$ cat config.mk
export PLATFORM = sky130hd
export DESIGN_NAME = sprite_store_n
export DESIGN_NICKNAME = d
export VERILOG_FILES = /design/src/rtl/sprite_store_n.sv
export SDC_FILE = /design/constraint.sdc
export NUM_CORES = 1
export LEC_CHECK = 0
export BUFFER_PORTS_ARGS = -buffer_cell sky130_fd_sc_hd__buf_2
export CAP_MARGIN = 30
export CELL_PAD_IN_SITES_DETAIL_PLACEMENT = 1
export CELL_PAD_IN_SITES_GLOBAL_PLACEMENT = 2
export CORE_MARGIN = 3
export CORE_UTILIZATION = 45
export CTS_BUF_LIST = sky130_fd_sc_hd__clkbuf_16
export CTS_CLUSTER_SIZE = 24
export DETAILED_ROUTE_END_ITERATION = 10
export HOLD_SLACK_MARGIN = 0.08
export PLACE_DENSITY_LB_ADDON = 0.1
export SLEW_MARGIN = 20
export SYNTH_ARGS = -nofsm -noshare
export SYNTH_HDL_FRONTEND = slang
export SYNTH_SLANG_ARGS = --single-unit
$ cat constraint.sdc
create_clock -name clk -period 8.4 [get_ports clk]
set_input_delay 1.68 -clock clk [delete_from_list [all_inputs] [get_ports clk]]
set_output_delay 1.68 -clock clk [all_outputs]
set_load 0.005 [all_outputs]
$ cat src/rtl/sprite_store_n.sv
// sprite_store_n -- per-line sprite store for the PPU.
//
// During OAM scan, in-range sprites are captured into up to SLOTS slots.
// Each slot holds the OAM index, the line offset and the X position. During
// render, the pixel X counter is compared against every occupied slot. The
// lowest-numbered matching slot is captured into the hit_* registers one
// cycle later. Fetched slots are retired, so sprites that overlap at the
// same X are served in turn.
//
// Optional build macro: SPRITE_STORE_READBACK_EN adds the debug ports
// rd_slot/rd_data. The default build (macro undefined) has no readback.
//
// Ports:
//   clk         PPU clock, rising edge
//   rst_n       synchronous active-low reset
//   scan_start  pulse: begin a new line, empty the store
//   store_req   store the current scanned sprite this cycle
//   store_idx   OAM index of the scanned sprite
//   store_line  line within the sprite
//   store_x     sprite X
//   match_en    render active, enables comparison
//   pix_x       current pixel X
//   fetch_done  pulse: the sprite held in hit_* has been fetched
//   count       slots filled this line (not decremented by retire)
//   full        count == SLOTS
//   overflow    sticky: a store_req was dropped this line
//   hit         a match is held in hit_*
//   hit_slot    slot number of the held match
//   hit_idx     OAM index of the held match
//   hit_line    line offset of the held match
//   rd_slot     (readback only) slot to inspect
//   rd_data     (readback only) {valid, x, idx, line} of rd_slot, 0 if out of range
//
// Handshake semantics: store_req and fetch_done are single-cycle strobes
// with no back-pressure. A store_req is always consumed on the edge where it
// is sampled: it is either written or dropped and flagged in overflow.
// fetch_done is consumed only while hit=1 and is ignored otherwise.
// hit acts as the valid of the hit_* bundle, and fetch_done acts as its
// ready. hit_* hold until that pair completes.

module sprite_store_n #(
   parameter int SLOTS  = 10,
   parameter int IDX_W  = 6,
   parameter int LINE_W = 4,
   parameter int X_W    = 8,
   localparam int CNT_W  = $clog2(SLOTS + 1),
   localparam int SLOT_W = (SLOTS > 1) ? $clog2(SLOTS) : 1
) (
   input  logic              clk,
   input  logic              rst_n,
   input  logic              scan_start,
   input  logic              store_req,
   input  logic [IDX_W-1:0]  store_idx,
   input  logic [LINE_W-1:0] store_line,
   input  logic [X_W-1:0]    store_x,
   input  logic              match_en,
   input  logic [X_W-1:0]    pix_x,
   input  logic              fetch_done,
`ifdef SPRITE_STORE_READBACK_EN
   input  logic [SLOT_W-1:0] rd_slot,
   output logic [X_W+IDX_W+LINE_W:0] rd_data,
`endif
   output logic [CNT_W-1:0]  count,
   output logic              full,
   output logic              overflow,
   output logic              hit,
   output logic [SLOT_W-1:0] hit_slot,
   output logic [IDX_W-1:0]  hit_idx,
   output logic [LINE_W-1:0] hit_line
);

   localparam logic [CNT_W-1:0] SLOTS_CNT = CNT_W'(SLOTS);

   logic [SLOTS-1:0]  valid;
   logic [SLOTS-1:0]  valid_nxt;
   logic [IDX_W-1:0]  slot_idx  [SLOTS];
   logic [LINE_W-1:0] slot_line [SLOTS];
   logic [X_W-1:0]    slot_x    [SLOTS];

   logic              store_ok;
   logic              retire;
   logic              wr_en;
   logic [SLOT_W-1:0] wr_slot;
   logic [SLOT_W-1:0] wr_at;
   logic              cand_found;
   logic [SLOT_W-1:0] cand_slot;

   assign full     = (count == SLOTS_CNT);
   assign store_ok = store_req && !full;
   assign retire   = fetch_done && hit;
   // count is monotonic within a line, so the next free slot is count itself.
   assign wr_slot  = SLOT_W'(count);
   // A scan_start empties the store, so a store in that cycle lands in slot 0.
   assign wr_at    = scan_start ? '0 : wr_slot;
   assign wr_en    = rst_n && store_req && (scan_start || !full);

   // Priority encoder: walk from the top so the lowest candidate wins.
   always_comb begin
      cand_found = 1'b0;
      cand_slot  = '0;
      for (int i = SLOTS - 1; i >= 0; i--) begin
         if (valid[i] && (slot_x[i] == pix_x)) begin
            cand_found = 1'b1;
            cand_slot  = SLOT_W'(i);
         end
      end
   end

   // The store target (slot count) is always above any hit_slot (< count),
   // so setting one bit and clearing another never collide.
   always_comb begin
      valid_nxt = valid;
      if (store_ok) valid_nxt[wr_slot]  = 1'b1;
      if (retire)   valid_nxt[hit_slot] = 1'b0;
   end

   // Slot payload has no reset; only the valid bits qualify it.
   always_ff @(posedge clk) begin
      if (wr_en) begin
         slot_idx[wr_at]  <= store_idx;
         slot_line[wr_at] <= store_line;
         slot_x[wr_at]    <= store_x;
      end
   end

   always_ff @(posedge clk) begin
      if (!rst_n) begin
         valid    <= '0;
         count    <= '0;
         overflow <= 1'b0;
         hit      <= 1'b0;
         hit_slot <= '0;
         hit_idx  <= '0;
         hit_line <= '0;
      end else if (scan_start) begin
         valid    <= '0;
         count    <= '0;
         overflow <= 1'b0;
         hit      <= 1'b0;
         hit_slot <= '0;
         hit_idx  <= '0;
         hit_line <= '0;
         if (store_req) begin
            valid[0] <= 1'b1;
            count    <= CNT_W'(1);
         end
      end else begin
         valid <= valid_nxt;
         if (store_ok)
            count <= count + CNT_W'(1);
         if (store_req && full)
            overflow <= 1'b1;
         // Retire and capture are exclusive: retire needs hit=1, capture needs
         // hit=0. The next capture therefore sees the updated valid bits.
         if (retire)
            hit <= 1'b0;
         if (match_en && !hit && cand_found) begin
            hit      <= 1'b1;
            hit_slot <= cand_slot;
            hit_idx  <= slot_idx[cand_slot];
            hit_line <= slot_line[cand_slot];
         end
      end
   end

`ifdef SPRITE_STORE_READBACK_EN
   localparam logic [SLOT_W:0] SLOTS_RD = (SLOT_W + 1)'(SLOTS);

   always_comb begin
      rd_data = '0;
      if ({1'b0, rd_slot} < SLOTS_RD)
         rd_data = {valid[rd_slot], slot_x[rd_slot], slot_idx[rd_slot], slot_line[rd_slot]};
   end
`endif

endmodule
==> metrics.yaml, run 1 <==
synthesis:
  yosysTopAreaCellShare: 0.6074
  synth_edf_count: 180
  syn_avg_cell_area_um2: 14.08
  syn_nets: 668
  synth_cell_type_count: 51
  synthTopCellsByArea: "edfxtp_1 (61%), xnor2_1 (7.2%), dfxtp_1 (6.7%)"
  ys_warn_count: 0
  synthArstFlopShare: 0
  syn_inst: 632
  syn_area_mm2: 0.008899
  synthFlopType: "edfxtp_1"
  yosysSeqAreaShare: 0.6749
  ys_ff_latch: 210
  synth_largest_area_cell: "edfxtp_1"
timing:
  worstMarginPinSlew_ns: 0.9036
  fin_skew_ns: 0.01103
  setup_violations: 0
  fin_crit_ns: 4.860
  final_hold_viol_count: 0
  rsz0062_at_grt: "no"
  finalSetupTns_ns: 0
  slew_headroom: 0.3976
  fmax_ghz: 0.2057
  fin_crit_sh: 0.5786
  finalMaxSlewViolations: 0
clock_network:
  cts_buffer_depth: 3
  cts_htree_levels: 1
  cts_tree: "yes"
  cts.sinks: 210
  cts_resized: 0
  post_cts_buffers: 0
  cts_hold_buf: 0
  path_clk_slew_ns: 0.06
  clk_latency_ns: 0.50
  cts_root_buf: "clkbuf_16"
  cts_buffers: 23
grt:
  grt_first_pass_wirelength_um: 35200
  track_usage: 0.2151
  use_met1: 0.3052
  antenna_found_initial: 0
  grt_max_degree: 24
  grt_use_met2: 0.3542
  grt_pass1_vias: 5806
  globalRouteMet3Util: 0.03259
  gr-total-overflow: 0
  busiest_layer: "met2"
routing:
  vias: 5507
  wl_um: 23250
  vias_per_cell: 5.671
  initialDrtViolationCount: 353
  first_pass_iters: 5
  drc_errors: 0
  drtAntennaViolNets: 0
  wire_per_inst_um: 23.95
floorplanning:
  initial_core_util: 0.4664
  io_pins: 53
  std_cell_rows: 50
  core_area_mm2: 0.01908
  die_area_mm2: 0.02150
  die_x_um: 146.6
  die_h_um: 146.6
finish:
  n_antenna_cell: 0
  fin_util: 0.5292
  nets: 731
  final_cell_mix: "edfxtp_1 (180), xnor2_1 (73), buf_2 (52), nor2_1 (39), nand2_1 (32)"
  mostFrequentLayoutCell: "edfxtp_1"
  layout-drive-gt1-share: 0.1885
  syn_to_final_growth_pct: 13.47
setup_path:
  worstSetupStartpointType: "input port"
  reg2reg_from: "slot_x[8][1]"
  crit_type: "in2reg"
  end_kind: "flip-flop"
  reg2reg_depth: 10
  critical_path_required_ns: 8.78
  crit_arrival_ns: 5.24
  worstPathMaxFanout: 12
  r2r_end: "hit_line[2]"
  ff2ff_setup_slack_ns: 4.57
run:
  drv_cap: 0
pwr:
  pwr-share-clk: 0.417
  switching_share: 0.2070
  p_total_mw: 2.089
  p_leak_nw: 3.383
  power.density_mw_per_mm2: 206.9
  p_comb_frac: 0.036
  p_seq_frac: 0.547
  power.switching_mw: 0.4324
  ir_worst_vdd_mv: 0.1925
  power.internal_mw: 1.656
min_path:
  holdPathStages: 2
  min_path_type: "reg2reg"
  min_from: "overflow"
  hold_end: "overflow"
placed_design:
  io_buffers: 52
  gp_congestion: 0.8252
  hpwl_um: 15050
run_status:
  status: "finished clean"
worst max-delay path by stage:
stage | from | end | slack, ns
2_1_floorplan | store_req | slot_idx[1][0] | 4.33
3_3_place_gp | pix_x[1] | hit_line[2] | 2.98
3_5_place_dp | pix_x[6] | hit_line[2] | 2.99
4_1_cts | pix_x[4] | hit_line[2] | 3.48
5_1_grt | pix_x[4] | hit_line[2] | 3.33
6_report | pix_x[1] | hit_line[2] | 3.54
stage by stage:
step / area, um^2 / cells / hold WS [ns] / worst slack [ns]
floorplan: 8899 / 632 / 0.4514 / 4.334
global placement: 9433 / 929 / 0.4483 / 2.979
detailed placement: 9448 / 930 / 0.4643 / 2.989
CTS: 10100 / 971 / 0.4794 / 3.485
global route: 10100 / 971 / 0.5132 / 3.326
finish: 10100 / 971 / 0.4763 / 3.540
cell usage after synthesis (2+ instances only):
library cell / number
nand3_1: 16
o211ai_1: 9
nor3_2: 2
or3_1: 7
o221a_2: 3
nand2b_1: 7
xnor2_1: 73
dfxtp_1: 30
o221ai_1: 7
mux2i_1: 11
nor2b_1: 4
buf_2: 4
a21o_1: 2
ha_1: 4
buf_6: 10
a221o_1: 10
and3b_1: 5
nor4_2: 5
nor3_1: 35
edfxtp_1: 180
o21bai_1: 2
mux2_2: 11
a211oi_1: 7
and2_1: 2
nand2_1: 32
nor2_1: 43
clkbuf_1: 13
a31oi_1: 12
inv_1: 11
o21ai_0: 15
xor2_1: 9
a21oi_1: 22
a311oi_1: 2
nand4_1: 10
final cells by class:
type                    instances  area, um^2
clock buffers                  23       575.6
inverters                      12       45.04
flip-flops and latches        210        6006
well taps                     260       325.3
clock inverters                18       73.82
multi-input cells             382        2699
repair buffers                 66       372.9
fillers                      1875        8984
flip-flops by register name, summed over array words and instances, names as in the netlist, 4 cells and up:
register   count
count          4
hit_idx        6
hit_line       4
hit_slot       4
slot_idx      60
slot_line     40
slot_x        80
valid         10
cells by family after synthesis:
| kind of cell | share of synthesized area |
|---|---|
| xor gates and xnor gates | 0.08071 |
| and+or+nand+nor | 0.1064 |
| DFF | 0.6749 |
| muxes | 0.02629 |
| buffers and inverters | 0.02629 |
| adders and majority gates | 0.005625 |
| AOI/OAI and AO/OA | 0.07972 |
power by group through the flow:
stage               Sequential, mW  Combinational [mW]  Clock, mW
global placement              1.16              0.0735          0
global route                  1.14              0.0839      0.935
floorplan                     1.16              0.0454          0
detailed placement            1.16              0.0760          0
finish                        1.14              0.0757      0.871
CTS                           1.14              0.0766      0.890
critical path, stage by stage:
cell and delay [ns]:
buf_2 0.26, xnor2_1 0.20, nand4_1 0.13, nor3_1 0.24, nor2b_1 0.13, o311ai_4 0.60, buf_8 0.24, a21o_1 0.45
a21o_1 0.69, mux2i_1 0.18, a2111oi_1 0.42
layer usage:
metal	up-vias	part of all wire
met5	-	0
met4	0	0.019
met3	31	0.044
met2	128	0.49
met1	2836	0.45
li1	2512	-
(Power assumes the default switching activity.)
==> run 2: changes to the inputs <==
- CORE_UTILIZATION: 45 -> 39
- clock period: 8.4 -> 4.3 ns (I/O delays scaled with it)
==> metrics.yaml, run 2 (synthesis results as in run 1) <==
floorplanning:
  die_x_um: 157.1
  io_pins: 53
  core_area_mm2: 0.02209
  std_cell_rows: 54
  initial_core_util: 0.4028
  die_h_um: 157.1
  die_area_mm2: 0.02466
setup_path:
  worstSetupStartpointType: "input port"
  critical_path_required_ns: 4.73
  reg2reg_from: "slot_x[4][6]"
  crit_type: "in2reg"
  crit_arrival_ns: 3.81
  crit_start: "pix_x[5]"
  worstPathMaxFanout: 8
  end_kind: "flip-flop"
clock_network:
  post_cts_buffers: 0
  cts_tree: "yes"
  cts_resized: 0
  clk_latency_ns: 0.52
  cts_htree_levels: 1
  cts_hold_buf: 0
  cts.sinks: 210
  cts_root_buf: "clkbuf_16"
  path_clk_slew_ns: 0.06
  cts_buffers: 24
  cts_buffer_depth: 3
grt:
  grt_pass1_vias: 5757
  grt_first_pass_wirelength_um: 35470
  gr-total-overflow: 0
  antenna_found_initial: 1
  grt_max_degree: 24
  track_usage: 0.1915
timing:
  final_hold_viol_count: 0
  rsz0062_at_grt: "no"
  worstMarginPinSlew_ns: 0.7407
  fin_skew_ns: 0.01002
  slew_headroom: 0.5035
  finalSetupTns_ns: 0
  setup_violations: 0
  fin_crit_sh: 0.7876
  finalMaxSlewViolations: 0
  timing.hold.ws_ns: 0.4855
  fin_crit_ns: 3.387
  fmax_ghz: 0.2953
routing:
  first_pass_iters: 5
  vias: 5460
  drc_errors: 0
  vias_per_cell: 5.427
  initialDrtViolationCount: 340
  wire_per_inst_um: 23.31
  drtAntennaViolNets: 0
  wl_um: 23450
finish:
  n_antenna_cell: 0
  mostFrequentLayoutCell: "edfxtp_1"
  nets: 745
  syn_to_final_growth_pct: 15.38
  final_cell_mix: "edfxtp_1 (180), xnor2_1 (73), buf_2 (52), nor2_1 (39), nand2_1 (32)"
  layout-drive-gt1-share: 0.2094
  top_regs: "slot_x (80), slot_idx (60), slot_line (40)"
  largest_register_ffs: 80
  top_register: "slot_x"
  fin_area_mm2: 0.01027
min_path:
  min_path_type: "reg2reg"
  min_from: "overflow"
pwr:
  power.density_mw_per_mm2: 407.6
  ir_worst_vdd_mv: 0.3104
  p_leak_nw: 3.451
placed_design:
  dpl_cell_area_mm2: 0.009555
  hpwl_um: 15550
  gp_congestion: 0.7610
  io_buffers: 52
run:
  drv_cap: 0
run_status:
  status: "finished clean"
==> run 2: cell count changes in the layout (fill, tap and decap cells not counted) <==
cell and change:
clkinv_2 +1, clkbuf_16 +1, inv_1 -4, clkinv_8 +1
clkinvlp_2 +1, buf_4 +13, clkinvlp_4 +1, clkinv_1 +1
==> run 2: area by class of cell <==
class                      count  area (um^2)
clock inverter                19        96.34
clock buffer                  24        600.6
multi-input combinational    382         2699
fill                        2256        11830
sequential                   210         6006
timing repair buffer          79        470.5
inverter                      12        45.04
tap                          280        350.3
==> run 2: per-layer routing <==
layer  global-route usage  share of wire
met1               0.2806           0.47
met2               0.3097           0.47
met3              0.02447          0.039
met4              0.03843          0.015
met5                    0              0
==> run 2: per-stage QoR <==
stage	setup WS [ns]	instances	util	power [mW]
final	0.9133	1006	0.4647	4.184
after CTS	0.5261	1005	0.4640	4.231
after global routing	0.7191	1006	0.4647	4.330
after global placement	0.1664	962	0.4325	2.424
after detailed placement	0.005594	962	0.4325	2.429
after floorplan	1.054	632	-	2.360
==> run 2: path summary, 6_finish.rpt <==
check / to / slack, ns / cells after the start
hold / removal: overflow / 0.49 / 2
setup / recovery: hit_line[1] / 0.91 / 11
setup reg to reg: hit_line[1] / 1.20 / 9
hold reg to reg: overflow / 0.49 / 2
==> run 2: report_power, final <==
part / total [mW] / leakage (nW) / switching, mW / internal [mW]
clock network: 1.80 / 0.365 / 0.789 / 1.01
registers: 2.23 / 1.87 / 0.00819 / 2.22
logic: 0.153 / 1.22 / 0.0997 / 0.0537
==> run 2: worst max-delay path, cell delays in order <==
cell and delay (ns):
buf_2 0.17, buf_4 0.18, xor2_1 0.15, nor3_1 0.47
nand4_2 0.24, and4bb_4 0.28, nand3_1 0.34, nor3_1 0.12
a311oi_1 0.57, o221ai_1 0.20, a211oi_1 0.23
